## src/rtl/pipe_ctrl_pkg.sv

```systemverilog
// Shared types and constants for the pipeline controller.
// State encodings and the default exception vector live here.
package pipe_ctrl_pkg;

  typedef enum logic [1:0] {
    StIdle  = 2'd0,
    StPend  = 2'd1,
    StFlush = 2'd2
  } state_e;

  localparam logic [31:0] ExcVectorDefault = 32'hBFC0_0380;

endpackage

```

## src/rtl/pipe_ctrl_sat_counter.sv

```systemverilog
// Saturating up-counter: increments by one per cycle with inc set,
// sticks at all-ones.
module sat_counter #(
  parameter int unsigned W = 32
) (
  input  logic         clk,
  input  logic         rst,
  input  logic         inc,
  output logic [W-1:0] count
);

  logic [W-1:0] count_q;

  always_ff @(posedge clk or posedge rst) begin
    if (rst) begin
      count_q <= '0;
    end else if (inc && (count_q != '1)) begin
      count_q <= count_q + W'(1);
    end
  end

  assign count = count_q;

endmodule

```

## src/rtl/pipe_ctrl.sv

```systemverilog
// Pipeline stall/bubble decode plus registered exception/eret flush sequencer.
// Define PIPE_CTRL_PERF_EN to build the stall and flush performance counters.
module pipe_ctrl
  import pipe_ctrl_pkg::*;
#(
  parameter int unsigned        STAGES     = 6,
  parameter int unsigned        EXC_STAGE  = 4,
  parameter int unsigned        ADDR_W     = 32,
  parameter logic [ADDR_W-1:0]  EXC_VECTOR = ADDR_W'(ExcVectorDefault),
  parameter int unsigned        CNT_W      = 32
) (
  input  logic              clk,
  input  logic              rst,
  input  logic              stall_all,
  input  logic [STAGES-1:0] stall_req,
  input  logic              exc_valid,
  input  logic              eret_valid,
  input  logic [ADDR_W-1:0] epc_in,
  output logic [STAGES-1:0] stall,
  output logic [STAGES-1:0] bubble,
  output logic [STAGES-1:0] flush,
  output logic              flush_pc_valid,
  output logic [ADDR_W-1:0] flush_pc,
  output logic [CNT_W-1:0]  stall_cnt,
  output logic [CNT_W-1:0]  flush_cnt
);

  state_e            state_q;
  logic [STAGES-1:0] flush_q;
  logic              flush_pc_valid_q;
  logic [ADDR_W-1:0] flush_pc_q;
  logic [STAGES-1:0] flush_mask;
  logic [STAGES-1:0] req;

  always_comb begin
    flush_mask = '0;
    for (int i = 0; i < STAGES; i++) begin
      flush_mask[i] = (i <= EXC_STAGE);
    end
  end

  // Requests come from instructions being flushed, so ignore them in FLUSH.
  assign req = (state_q == StFlush) ? '0 : stall_req;

  // Stage i holds whenever it or any later stage requests a hold.
  always_comb begin
    stall = '0;
    for (int i = 0; i < STAGES; i++) begin
      stall[i] = |(req >> i);
    end
    if (stall_all) begin
      stall = '1;
    end
  end

  assign bubble = stall & ~(stall >> 1);

  always_ff @(posedge clk or posedge rst) begin
    if (rst) begin
      state_q          <= StIdle;
      flush_q          <= '0;
      flush_pc_valid_q <= 1'b0;
      flush_pc_q       <= '0;
    end else begin
      unique case (state_q)
        StIdle: begin
          if (exc_valid || eret_valid) begin
            flush_pc_q <= exc_valid ? EXC_VECTOR : epc_in;
            if (stall_all) begin
              state_q <= StPend;
            end else begin
              state_q          <= StFlush;
              flush_q          <= flush_mask;
              flush_pc_valid_q <= 1'b1;
            end
          end
        end
        StPend: begin
          if (!stall_all) begin
            state_q          <= StFlush;
            flush_q          <= flush_mask;
            flush_pc_valid_q <= 1'b1;
          end
        end
        StFlush: begin
          if (!stall_all) begin
            state_q          <= StIdle;
            flush_q          <= '0;
            flush_pc_valid_q <= 1'b0;
          end
        end
        default: begin
          state_q          <= StIdle;
          flush_q          <= '0;
          flush_pc_valid_q <= 1'b0;
        end
      endcase
    end
  end

  assign flush          = flush_q;
  assign flush_pc_valid = flush_pc_valid_q;
  assign flush_pc       = flush_pc_q;

`ifdef PIPE_CTRL_PERF_EN
  logic stall_inc;
  logic flush_inc;

  assign stall_inc = |stall;
  // A flush is consumed on the edge that leaves FLUSH.
  assign flush_inc = (state_q == StFlush) && !stall_all;

  sat_counter #(.W(CNT_W)) u_stall_cnt (
    .clk   (clk),
    .rst   (rst),
    .inc   (stall_inc),
    .count (stall_cnt)
  );

  sat_counter #(.W(CNT_W)) u_flush_cnt (
    .clk   (clk),
    .rst   (rst),
    .inc   (flush_inc),
    .count (flush_cnt)
  );
`else
  assign stall_cnt = '0;
  assign flush_cnt = '0;
`endif

endmodule
```

## config.mk

```make
export PLATFORM = sky130hd
export DESIGN_NAME = pipe_ctrl
export DESIGN_NICKNAME = d
export VERILOG_FILES = /design/src/rtl/pipe_ctrl_pkg.sv /design/src/rtl/pipe_ctrl_sat_counter.sv /design/src/rtl/pipe_ctrl.sv
export SDC_FILE = /design/constraint.sdc
export NUM_CORES = 1
export LEC_CHECK = 0
export CAP_MARGIN = 20
export CORE_MARGIN = 5
export CORE_UTILIZATION = 38
export DETAILED_ROUTE_END_ITERATION = 8
export GPL_TIMING_DRIVEN = 1
export PLACE_DENSITY = 0.93
export RECOVER_POWER = 100
export SLEW_MARGIN = 10
export SYNTH_ARGS = -nofsm -noshare
export SYNTH_HDL_FRONTEND = slang
export SYNTH_HIERARCHICAL = 1
export SYNTH_SLANG_ARGS = --single-unit
```

## constraint.sdc

```tcl
create_clock -name clk -period 2.04 [get_ports clk]
set_clock_uncertainty 0.05 [all_clocks]
set_input_delay 0.408 -clock clk [delete_from_list [all_inputs] [get_ports clk]]
set_output_delay 0.408 -clock clk [all_outputs]
set_load 0.05 [all_outputs]
```

Word-level counts from Yosys, hierarchy flattened --
Cells that the tools add are included.
Cells by class: equality and inequality tests 5, multiplexer cells 16, bitwise logic cells 2, reduce and logical (&&, ||, !) cells 10
Operator list (count):
- $mux 32 | 1
- $mux 6 | 5
- $pmux 6 s3 | 1
- $mux 2 | 4
- $and 6x6->6 | 1
- $ne 2x2->1 const B | 3
- $not 5->6 | 1
- $pmux 2 s3 | 1
- $reduce_or 6->1 | 1
- $reduce_or 5->1 | 1
- $reduce_and 2->1 | 2
- $reduce_or 4->1 | 1
- $mux 1 | 3
- $pmux 1 s3 | 1
- $reduce_and 3->1 | 1
- $reduce_or 3->1 | 1
- $eq 2x1->1 const B | 1
- $eq 2x2->1 const B | 1
- $logic_not 2->1 | 1
- $reduce_or 2->1 | 1
- $logic_or 1x1->1 | 1
Storage, ports and cells: register bits after elaboration 41, bits of input ports 43, output and inout port bits 115

Longest topological paths before layout --
depth in word-level cells 6, mapped depth 4, mapped depth without buffers 3

Worst setup path after synthesis --
No wires, ideal clock.
path kind input -> output, start in stall_all, end out bubble[4], arrival 2.293 ns, required time 1.582 ns, path slack -0.711 ns, stages on the path 2, cells stage by stage clkbuf_1 > nor4b_1
Between the ends: cells in the longest elaborated chain, start to end 3
Ends and longest elaborated chain:
- start: declaration | RTL line pipe_ctrl.sv:14 | input logic stall_all,
- $mux 6 * | RTL line pipe_ctrl.sv:51 | if (stall_all) begin
- $not 5->6 | RTL line pipe_ctrl.sv:56 | assign bubble = stall & ~(stall >> 1);
- $and 6x6->6 * | RTL line pipe_ctrl.sv:56
- end: declaration | RTL line pipe_ctrl.sv:20 | output logic [STAGES-1:0] bubble,
Every way passes the cells marked *; elsewhere a longest branch is shown, timed or not.

Worst setup path after layout --
start in stall_req[4], end out stall[0]
Between the ends: cells in the longest elaborated chain, start to end 3
Ends and longest elaborated chain:
- start: declaration | RTL line pipe_ctrl.sv:15 | input logic [STAGES-1:0] stall_req,
- $mux 6 | RTL line pipe_ctrl.sv:43 | assign req = (state_q == StFlush) ? '0 : stall_req;
- $reduce_or 6->1 | RTL line pipe_ctrl.sv:49 | stall[i] = |(req >> i);
- $mux 6 | RTL line pipe_ctrl.sv:51
- end: declaration | RTL line pipe_ctrl.sv:19 | output logic [STAGES-1:0] stall,
No other way between the ends.

==> results_dict.tcl <==
set metrics [dict create \
    run_status "complete, no violations" \
    synthToLayoutAreaGrowth_pct 36.9 \
    start_util_pct 38.8 \
    syn_avg_cell_area_um2 10.3 \
    max-slew-margin-rel_pct 43.6 \
    clk_latency_ps 270 \
    reg2reg_to "flush_pc[15]" \
    cts_made_buffers 5 \
    postCtsHoldBufs 0 \
    num-nets-final 362 \
    cts_sinks 35 \
    endpoint "stall[0]" \
    worstReg2RegStart "state_q[1]" \
    hp-class "reg2reg" \
    die_y_um 87.5 \
    antennaDiodeCount 0 \
    seq_area_frac_synth_pct 38.4 \
    multi_input_comb_area_um2 970 \
    startpoint_type "input port" \
    viasPerCell 4.02 \
    seqCellArea_um2 877 \
    period_share_pct 98.7 \
    setup_viol 0 \
    post_synth_and_or_nand_nor_area_fraction_pct 12.8 \
    ys_ff_latch 35 \
    synthMuxAreaShare_pct 18.1 \
    rr_worst_depth 4 \
    hold_viol_final 0 \
    arrival_ps 1560 \
    ys_warn_count 6 \
    cts.reportedPaths.clkPinSlew_ps 60 \
    syn_inst 222 \
    synthXorXnorAreaFrac_pct 0 \
    slowest_delay_ps 360 \
    max_freq_ghz 0.496 \
    crit_slowest_cell "or3_4" \
    yosys.area_share.adder_pct 0 \
    power.density_nw_per_um2 1040 \
    worst-path-buf-inv 2 \
    grt_pass1_wl_mm 7.49 \
    drc 0 \
    grt.total_usage_pct 12.5 \
    clock_path_buffers 2 \
    cts_htree_levels 2 \
    crit_family "buffers and inverters" \
    rows 28 \
    p_leak_uw 0.00155 \
    crit_path_max_fanout 4 \
    drive_above_1_share_pct 13.1 \
    synth_compound_area_share_pct 2.47 \
    gp_congestion 0.757 \
    drt_iter0_drc 12 \
    cap_violations 0 \
    critPathKind "in2out" \
    wl_per_cell_um 12.8 \
    r2r_setup_slack_ps 500 \
    io_buffers 92 \
    drt-total-wl_mm 5.04 \
    maxSlewViolCount 0 \
    grt_max_degree 36 \
    crit_path_end_kind "output port" \
    tightest_slew_ps 847 \
    crit_cells 5 \
    num_vias 1589 \
    dpl_cell_area_um2 3120 \
    antenna_found_initial 0 \
    critPathLaunch "stall_req[4]" \
    fillers 537 \
    ant_nets 0 \
    design_area_um2 3120 \
    synth.distinct_cells 29 \
    crit_chain "dlygate4sd2_1 > or3_4 > a21oi_4 > o21ai_0 > buf_4" \
    syn_area_um2 2280 \
    grt_pass1_vias 1574 \
    cts_tree "done" \
    irDropWorstVdd_v 0.000487 \
    place_hpwl_mm 4.10 \
    first_pass_iters 4 \
    rsz0062_at_grt "true" \
    core_um2 5890 \
    finalPower_uw 3250 \
    die_w_um 87.5 \
    required_ps 1580 \
    synth_top_family_by_area "buffers and inverters" \
    die-area_um2 7650 \
    clockRootBuffer "clkbuf_8" \
    fin_crit_ps 2010 \
    grt-ovfl-total 0 \
    ios 158 \
]
[synthesized netlist by cell type]
cell | number | share of area, %
nor2b_1 | 20 | 5.5
nor4b_1 | 1 | 0.38
and2b_1 | 1 | 0.33
buf_2 | 2 | 0.44
and3_1 | 1 | 0.27
buf_6 | 2 | 0.99
nand2_1 | 3 | 0.49
or3_1 | 2 | 0.55
nor3_1 | 3 | 0.66
nor3_2 | 1 | 0.44
nand2b_1 | 2 | 0.55
mux2_4 | 18 | 12
conb_1 | 1 | 0.16
clkbuf_1 | 1 | 0.16
o21ai_2 | 1 | 0.38
inv_1 | 15 | 2.5
mux2i_1 | 12 | 5.3
nor2_1 | 16 | 2.6
nor3b_1 | 1 | 0.33
a21oi_2 | 1 | 0.38
a21o_1 | 1 | 0.33
and3b_1 | 1 | 0.38
and2_1 | 1 | 0.27
a2bb2oi_1 | 1 | 0.38
buf_4 | 73 | 24
o21ai_0 | 3 | 0.66
mux2_2 | 2 | 0.99
dfrtp_1 | 35 | 38
o21bai_1 | 1 | 0.33
[power by group]
part | switching (uW) | total (uW) | internal [uW]
clock network | 229 | 537 | 308
logic | 1230 | 1760 | 530
registers | 99.5 | 952 | 853
total | 1550 | 3250 | 1690
[registers in the layout, indices dropped and copies added, names as in the netlist]
register / flops
state_q: 2
flush: 1
flush_pc: 32
[what timing repair did]
action	4_1_cts	5_1_grt
resized for setup	9	4
setup endpoints to repair	9	6
hold endpoints to repair	0	0
pin swaps	4	2
buffers inserted	0	2
[worst min-delay path by stage]
stage | start | end | slack [ps] | depth (start not counted)
after global placement | flush_pc[6] | flush_pc[6] | 440 | 1
final | flush_pc[13] | flush_pc[13] | 450 | 1
after global routing | flush_pc[10] | flush_pc[10] | 460 | 1
after floorplan | state_q[1] | state_q[0] | 450 | 1
after detailed placement | flush_pc[6] | flush_pc[6] | 450 | 1
after CTS | flush_pc[5] | flush_pc[5] | 460 | 1
[layout make-up]
cell class	count	share of cell area (%)
Sequential cell	35	28.1
Timing Repair Buffer	104	32.8
Clock buffer	8	3.21
Tap cell	75	3.01
Inverter	15	1.80
Multi-Input combinational cell	158	31.1
[cells in the final DEF, fill, tap and decap left out, types with 3 or more instances in the layout]
cell type,netlist,final
buf_12,0,8
buf_4,73,12
clkbuf_1,1,8
clkbuf_2,0,4
clkbuf_8,0,7
clkdlybuf4s50_1,0,68
conb_1,1,65
dfrtp_1,35,34
inv_1,15,15
mux2_1,0,17
mux2i_1,12,12
nand2_1,3,3
nor2_1,16,16
nor2b_1,20,20
nor3_1,3,3
o21ai_0,3,4
[routing by layer]
metal  routed length [um]  global-route usage, %  vias to the layer above
met5                    0                      0                        -
met1                 1810                   14.0                      749
met2                 2730                   22.9                       82
li1                     -                      -                      758
met4                    0                   2.51                        0
met3                  497                   4.07                        0
[stage by stage]
stage,setup TNS [ps],util [%],instances,worst slack [ps],hold WS [ps]
6_report,0,53.0,395,25.8,448
5_1_grt,-152,53.0,395,-55.5,463
4_1_cts,0,54.9,393,8.09,461
3_5_place_dp,-1330,53.0,385,-218,446
3_3_place_gp,-989,53.0,385,-175,439
2_1_floorplan,-514,-,286,-171,450
[kinds of logic after synthesis]
family	count (synthesis)
AOI/OAI and AO/OA	8
buffers and inverters	93
DFF	35
muxes	32
other	1
and+or+nand+nor	53
Power figures use the tool's default switching activity.
